[src/rtl/binary_pkg.sv]
// Shared constants for the binary-to-pixel expander: pixel width, default
// foreground/background values and frame counter width.
package binary_pkg;

  localparam int PIXEL_W     = 8;
  localparam int FRAME_CNT_W = 16;

  localparam logic [PIXEL_W-1:0] FG_DEFAULT = 8'hFF;
  localparam logic [PIXEL_W-1:0] BG_DEFAULT = 8'h00;

  // Counter width for a 0..n-1 range; never narrower than one bit.
  function automatic int cnt_width(input int n);
    return (n > 1) ? $clog2(n) : 1;
  endfunction

endpackage

[src/rtl/pixel_position_counter.sv]
// Column/row position tracker with a wrapping completed-frame counter.
// Position advances once per accepted pixel; clear resets position only.
module pixel_position_counter
  import binary_pkg::*;
#(
  parameter int IMG_WIDTH  = 64,
  parameter int IMG_HEIGHT = 64,
  parameter int COL_W      = cnt_width(IMG_WIDTH),
  parameter int ROW_W      = cnt_width(IMG_HEIGHT)
) (
  input  logic                   clk,
  input  logic                   rst,
  input  logic                   advance,
  input  logic                   clear,
  output logic [COL_W-1:0]       col,
  output logic [ROW_W-1:0]       row,
  output logic                   eof,
  output logic [FRAME_CNT_W-1:0] frame_count
);

  localparam logic [COL_W-1:0] COL_LAST = COL_W'(IMG_WIDTH - 1);
  localparam logic [ROW_W-1:0] ROW_LAST = ROW_W'(IMG_HEIGHT - 1);

  logic [COL_W-1:0]       col_q, col_d;
  logic [ROW_W-1:0]       row_q, row_d;
  logic [FRAME_CNT_W-1:0] frame_q, frame_d;

  // NOTE: every variable gets its hold value first so no path leaves it
  // unassigned, which would otherwise infer a latch.
  always_comb begin
    col_d   = col_q;
    row_d   = row_q;
    frame_d = frame_q;
    if (clear) begin
      col_d = '0;
      row_d = '0;
    end else if (advance) begin
      if (col_q == COL_LAST) begin
        col_d = '0;
        if (row_q == ROW_LAST) begin
          row_d   = '0;
          frame_d = frame_q + 1'b1;
        end else begin
          row_d = row_q + 1'b1;
        end
      end else begin
        col_d = col_q + 1'b1;
      end
    end
  end

  // NOTE: state registers use non-blocking assignments so all flops update
  // together from values sampled before the edge.
  always_ff @(posedge clk or posedge rst) begin
    if (rst) begin
      col_q   <= '0;
      row_q   <= '0;
      frame_q <= '0;
    end else begin
      col_q   <= col_d;
      row_q   <= row_d;
      frame_q <= frame_d;
    end
  end

  assign col         = col_q;
  assign row         = row_q;
  assign eof         = (col_q == COL_LAST) && (row_q == ROW_LAST);
  assign frame_count = frame_q;

endmodule

[src/rtl/binary_expand.sv]
// Expands packed 1-bit pixels (MSB leftmost) into 8-bit FG/BG pixels with
// valid/ready handshakes and frame markers; one pixel per cycle sustained.
module binary_expand
  import binary_pkg::*;
#(
  parameter int                 IMG_WIDTH  = 64,
  parameter int                 IMG_HEIGHT = 64,
  parameter logic [PIXEL_W-1:0] FG_VAL     = FG_DEFAULT,
  parameter logic [PIXEL_W-1:0] BG_VAL     = BG_DEFAULT
) (
  input  logic                   clk,
  input  logic                   rst,
  input  logic                   soft_clear,
  input  logic [7:0]             byte_in,
  input  logic                   byte_valid,
  output logic                   byte_ready,
  output logic [PIXEL_W-1:0]     pixel_out,
  output logic                   pixel_valid,
  input  logic                   pixel_ready,
  output logic                   sof,
  output logic                   eol,
  output logic                   eof,
  output logic [FRAME_CNT_W-1:0] frame_count
);

  localparam int COL_W = cnt_width(IMG_WIDTH);
  localparam int ROW_W = cnt_width(IMG_HEIGHT);
  localparam logic [COL_W-1:0] COL_LAST = COL_W'(IMG_WIDTH - 1);

  logic [7:0]       shift_q, shift_d;
  logic [3:0]       bits_left_q, bits_left_d;
  logic             byte_xfer, pixel_xfer;
  logic [COL_W-1:0] col;
  logic [ROW_W-1:0] row;
  logic             pos_eof;

  assign pixel_valid = (bits_left_q != 4'd0);
  // Accepting on the last buffered bit lets the next byte follow with no bubble.
  assign byte_ready  = !soft_clear &&
                       ((bits_left_q == 4'd0) || ((bits_left_q == 4'd1) && pixel_ready));
  assign byte_xfer   = byte_valid && byte_ready;
  assign pixel_xfer  = pixel_valid && pixel_ready && !soft_clear;

  always_comb begin
    shift_d     = shift_q;
    bits_left_d = bits_left_q;
    if (soft_clear) begin
      shift_d     = '0;
      bits_left_d = '0;
    end else if (byte_xfer) begin
      shift_d     = byte_in;
      bits_left_d = 4'd8;
    end else if (pixel_xfer) begin
      shift_d     = {shift_q[6:0], 1'b0};
      bits_left_d = bits_left_q - 4'd1;
    end
  end

  always_ff @(posedge clk or posedge rst) begin
    if (rst) begin
      shift_q     <= '0;
      bits_left_q <= '0;
    end else begin
      shift_q     <= shift_d;
      bits_left_q <= bits_left_d;
    end
  end

  pixel_position_counter #(
    .IMG_WIDTH  (IMG_WIDTH),
    .IMG_HEIGHT (IMG_HEIGHT),
    .COL_W      (COL_W),
    .ROW_W      (ROW_W)
  ) u_pos (
    .clk         (clk),
    .rst         (rst),
    .advance     (pixel_xfer),
    .clear       (soft_clear),
    .col         (col),
    .row         (row),
    .eof         (pos_eof),
    .frame_count (frame_count)
  );

  assign pixel_out = shift_q[7] ? FG_VAL : BG_VAL;
  assign sof       = pixel_valid && (col == '0) && (row == '0);
  assign eol       = pixel_valid && (col == COL_LAST);
  assign eof       = pixel_valid && pos_eof;

endmodule

[config.mk]
export PLATFORM = sky130hd
export DESIGN_NAME = binary_expand
export DESIGN_NICKNAME = d
export VERILOG_FILES = /design/src/rtl/binary_pkg.sv /design/src/rtl/pixel_position_counter.sv /design/src/rtl/binary_expand.sv
export SDC_FILE = /design/constraint.sdc
export NUM_CORES = 1
export LEC_CHECK = 0
export CORE_MARGIN = 10
export CORE_UTILIZATION = 47
export DETAILED_ROUTE_END_ITERATION = 10
export PLACE_DENSITY = 0.76
export SYNTH_ARGS = -nofsm -noshare
export SYNTH_HDL_FRONTEND = slang
export SYNTH_SLANG_ARGS = --single-unit
[constraint.sdc]
create_clock -name clk -period 1.6 [get_ports clk]
set_input_delay 0.16 -clock clk [delete_from_list [all_inputs] [get_ports clk]]
set_output_delay 0.16 -clock clk [all_outputs]
set_load 0.05 [all_outputs]
======== Yosys cells after proc, flatten, opt, wreduce, memory -nomap -nowiden ========
Cells that the tools add are included.
cells by class
  bitwise operators ....................... 1
  $lt $le $gt $ge ......................... 0
  equal/unequal tests ..................... 3
  divide/modulo/power cells ............... 0
  add/sub/neg operators ................... 4
  shifts and indexed selects .............. 0
  muxes and demuxes ....................... 14
  multipliers ............................. 0
  reductions and logical operators ........ 21
operators by type and width
  kind                                                 number
  two-way mux 6 bit                                    7
  two-way mux 8 bit                                    4
  adder 16 x 1 -> 16 bit, second input constant        1
  adder 6 x 1 -> 6 bit, second input constant          2
  equality test 6 bit, second input constant           2
  zero test 6 bit                                      2
  two-way mux 4 bit                                    3
  logical AND 1 bit                                    10
  equality test 4 x 1 -> 1 bit, second input constant  1
  zero test 4 bit                                      1
  AND reduction 4 bit                                  1
  nonzero test 2 bit                                   2
  nonzero test 4 bit                                   1
  subtractor 4 x 1 -> 4 bit, second input constant     1
  nonzero test 3 bit                                   1
  AND reduction 2 bit                                  1
  zero test 1 bit                                      1
  logical OR 1 bit                                     1
  inverter 1 bit                                       1
word-level totals
  ROM bits ................................ 0
  memories ................................ 0
  output and inout port bits .............. 29
  input port bits ......................... 13
  latch bits .............................. 0
  RAM bits ................................ 0
  logic and storage cells ................. 48
  bits in registers ....................... 40

======== Logic depth before layout (Yosys ltp) ========
  depth after elaboration ................. 7
  mapped depth ............................ 8
  mapped depth without buffers ............ 7

======== By module ========
From an unflattened synthesis, not the netlist that was laid out.
second synthesis, totals
  cell total of the unflattened synthesis .. 228
  area total of the unflattened synthesis .. 2326.0 sq um
by module, submodules not included
  module                  times used  seq. area each (sq um)  area an instance (sq um)  cells each
  pixel_position_counter  1           700.7                   1407.6                    132
  binary_expand           1           300.3                   918.4                     96

======== Least setup slack after synthesis ========
OpenSTA, ideal clock, no wires.
  path type ............................... reg2out
  from .................................... reg u_pos.col_q[0] (netlist: u_pos.col[0])
  to ...................................... out eof
  path buffers ............................ 0
  setup slack ............................. -0.773 ns
  data arrival time ....................... 2.213 ns
  stages on the path, launching flop included .. 6
  cell sequence ........................... dfrtp_1 ha_1 and4_4 nand2_1 nor2_1 and3_1
on the way
  word-level cells in the longest chain between the ends .. 3
RTL lines
  item                    RTL line                      RTL
  start, declared         pixel_position_counter.sv:24  logic [COL_W-1:0] col_q, col_d;
  start signal, assigned  pixel_position_counter.sv:60  col_q <= col_d;
  equality test 6 bit     pixel_position_counter.sv:68  assign eof = (col_q == COL_LAST) && (row_q == ROW_LAST);
  logical AND 1 bit       pixel_position_counter.sv:68
  logical AND 1 bit       binary_expand.sv:88           assign eof = pixel_valid && pos_eof;
  end, declared           binary_expand.sv:22           output logic eof,
Every way passes these cells.

======== Worst setup path after layout ========
  from .................................... reg bits_left_q[0]
  to ...................................... out pixel_valid
on the way
  word-level cells in the longest chain between the ends .. 1
RTL lines
  item                    RTL line             RTL
  start, declared         binary_expand.sv:31  logic [3:0] bits_left_q, bits_left_d;
  start signal, assigned  binary_expand.sv:65  bits_left_q <= bits_left_d;
  nonzero test 4 bit      binary_expand.sv:37  assign pixel_valid = (bits_left_q != 4'd0);
  end, declared           binary_expand.sv:18  output logic pixel_valid,
Every way passes these cells.

==> metrics <==
outcome finished with violations; failing checks negative setup slack; ranking of synthesized cells by area dfrtp_1 45%, xor2_1 7.0%, ha_1 4.5%, nand2_1 3.7%, mux2i_1 3.6%; Max Root-Sink Buffers 2; setup ws final -0.328 ns; RSZ-0062 raised after global routing yes; post-synthesis area per instance 9.90 um2; most frequent CP cell buf_6; post-layout minimum cycle time 1.93 ns; post-synth top area share 0.447; leakage 1.90 nW; XOR/XNOR share of the synthesized area 0.0743; setup total negative slack -8.85 ns; area growth from synthesis to final layout 72.7%; Slew HR 0.686; top_reg_cell synth dfrtp_1; ys async rst share 1.00; final global-route overflow total 0; CTS sink count 40; hold crit path type input port to asynchronous set/reset pin; Reg clk slew, reported paths 0.08 ns; pre-CTS WS -0.295 ns; Critical Path RT 1.44 ns; Yosys reg bits 40; post-DR wirelength/cell 22.2 um; critical-path cell with the highest stage delay dfrtp_1; Residual DRC 0; DR pass1 iterations 4; Slew Viols, Final 0; die width 89.0 um; post-DP HPWL 4250 um; antenna violations before repair 0; fmax 0.519 GHz; layout cells sized above 1 0.564; VDD IR max 0.00119 V; site row count 25; clock skew 0.00902 ns; post-synth top area cell dfrtp_1; Via density 5.98; Worst Path Max Fanout 5; PD cells 1570 nW/um2; CTS tree yes; vias in the first global route 2,370; # setup viols final 44; main combinational cell family by area after synthesis simple AND/OR/NAND/NOR gates; Multi-input gate area 1570 um2; total of max-cap violations 0; cell count after synthesis 226; total power 6.06 mW; CTS Buf Count 5; Tcrit/Tclk final 1.20; yosys warns 0; first-pass GRT wire length 11,700 um; Routed Antenna Nets 0; Routed WL 8430 um; multiplexer area fraction after synthesis 0.0408; syn_nets 247; Port Buffers 41; Finished Core Util 0.829; GPL Wtd Cong 0.867; die span in y 89.0 um; cts hold-fix bufs 0; Largest delay share family, worst path buffers and inverters; Adder-Cell Fraction of Synth Area 0.0447; Hold WS 0.204 ns; area of the core 4660 um2; CTS H-tree lvls 2; final net count 346; WP buf/inv 5; GRT Total Usage 0.189; Distinct cells, synth 45; Synth Area in Compound Gates 0.0794; CP peak stage delay 0.43 ns; Worst Max-Slew Pin Slew 0.470 ns; mapped cell area 2240 um2; most frequent cells in the layout 56 x buf_4, 37 x dfrtp_1, 27 x buf_6; Sequential cell area 1000 um2; post-synthesis sequential area ratio 0.447; starting density of the core 0.480; Ports 42; final hold viol count 0; ANT cells 0; Simple-Gate Fraction of Synth Area 0.236; largest net degree at the start of global routing 41; initial drt markers 129; most common cell after layout, fill and taps aside buf_4; Startpoint Class flip-flop; CP Class flip-flop to primary output; arrival time at the worst endpoint 1.77 ns; DR vias 2,271; CP Cell Sequence inv_2 > ha_4 > nor3b_4 > buf_6 > clkinv_8 > buf_6 > buf_8; # fillers 243; Root Driver clkbuf_8; clk_lat worst skew 0.31 ns; die area 7920 um2; Setup crit end kind primary output; EDFF count, synth 0
==> per-stage QoR <==
stage               instance area (um2)  cells
finish                             3860    380
global route                       3860    380
CTS                                3590    373
detailed placement                 2980    344
global placement                   2980    344
floorplan                          2330    226
==> registers in the layout (all words and copies together), names as in the netlist <==
register,flops
u_pos.row,6
shift_q,8
bits_left_q,4
u_pos.col,6
u_pos.frame_count,16
==> report_power, final <==
part	total, mW	switching [mW]	internal, mW
clock	0.883	0.413	0.471
combinational	3.88	1.97	1.91
sequential	1.30	0.168	1.13
total	6.06	2.55	3.51
==> worst register-to-register path, cell delays in order (launching register included) <==
cell	delay [ns]
dfrtp_1	0.42
inv_2	0.07
ha_4	0.17
nor3b_4	0.16
buf_6	0.15
clkinv_8	0.07
nand4_4	0.16
or4_4	0.47
a21oi_2	0.17
==> repair_timing <==
item,4_1_cts,5_1_grt
cloned,4,0
setup buffers,17,11
endpoints found under the setup margin,29,45
resized for setup,70,50
pin swaps,27,29
==> cell families (layout without fill, tap and decap cells) <==
group | Yosys count | after routing
DFF | 40 | 40
adders and majority gates | 8 | 8
xor gates and xnor gates | 19 | 19
muxes | 9 | 9
buffers and inverters | 28 | 125
and+or+nand+nor | 91 | 94
AOI/OAI and AO/OA | 31 | 31
==> cells in the mapped netlist, types with 2 or more instances <==
master and instances:
buf_4 9, nand3_1 11, mux2i_1 8, inv_1 10, or3_1 2, nor4_1 4
a211oi_1 2, dfrtp_1 40, xor2_1 18, nand4_4 2, and2_1 3, buf_2 3
nand2_1 22, ha_1 8, nor2_1 9, nand3b_1 2, o21ai_1 4, buf_6 3
o21ai_0 8, and3_1 7, and3b_1 2, a21oi_1 12, nor3_1 13, nand4_1 3
==> final timing paths <==
check / start / end / slack, ns / depth (start not counted)
hold reg to reg: u_pos.frame_count[15]$_DFFE_PP0P_ / u_pos.frame_count[15]$_DFFE_PP0P_ / 0.48 / 1
max in group asynchronous: rst / u_pos.frame_count[4]$_DFFE_PP0P_ / 1.18 / 3
min in group clk: byte_in[2] / shift_q[2]$_DFFE_PP0P_ / 0.39 / 3
setup reg to reg: bits_left_q[0]$_DFFE_PP0P_ / u_pos.row[4]$_DFFE_PP0P_ / -0.32 / 8
hold / removal: rst / shift_q[3]$_DFFE_PP0P_ / 0.20 / 3
setup / recovery: bits_left_q[0]$_DFFE_PP0P_ / pixel_valid / -0.33 / 7
==> layout make-up <==
| cell class | instances | share of cell area |
|---|---|---|
| Clock buffer | 5 | 0.0178 |
| Multi-Input combinational cell | 161 | 0.406 |
| Timing Repair inverter | 1 | 0.00227 |
| Inverter | 11 | 0.0152 |
| Sequential cell | 40 | 0.260 |
| Timing Repair Buffer | 105 | 0.269 |
| Clock inverter | 3 | 0.0120 |
| Tap cell | 54 | 0.0175 |
==> per-layer routing <==
metal / wire (um) / vias to the layer above / share of wire / GRT usage
met5: 0 / - / 0 / 0
met4: 263 / 0 / 0.031 / 0.0997
met3: 563 / 28 / 0.067 / 0.0547
met2: 4270 / 101 / 0.51 / 0.316
met1: 3330 / 1152 / 0.40 / 0.215
li1: - / 990 / - / -
No activity file was read; power rests on OpenSTA's default activity.
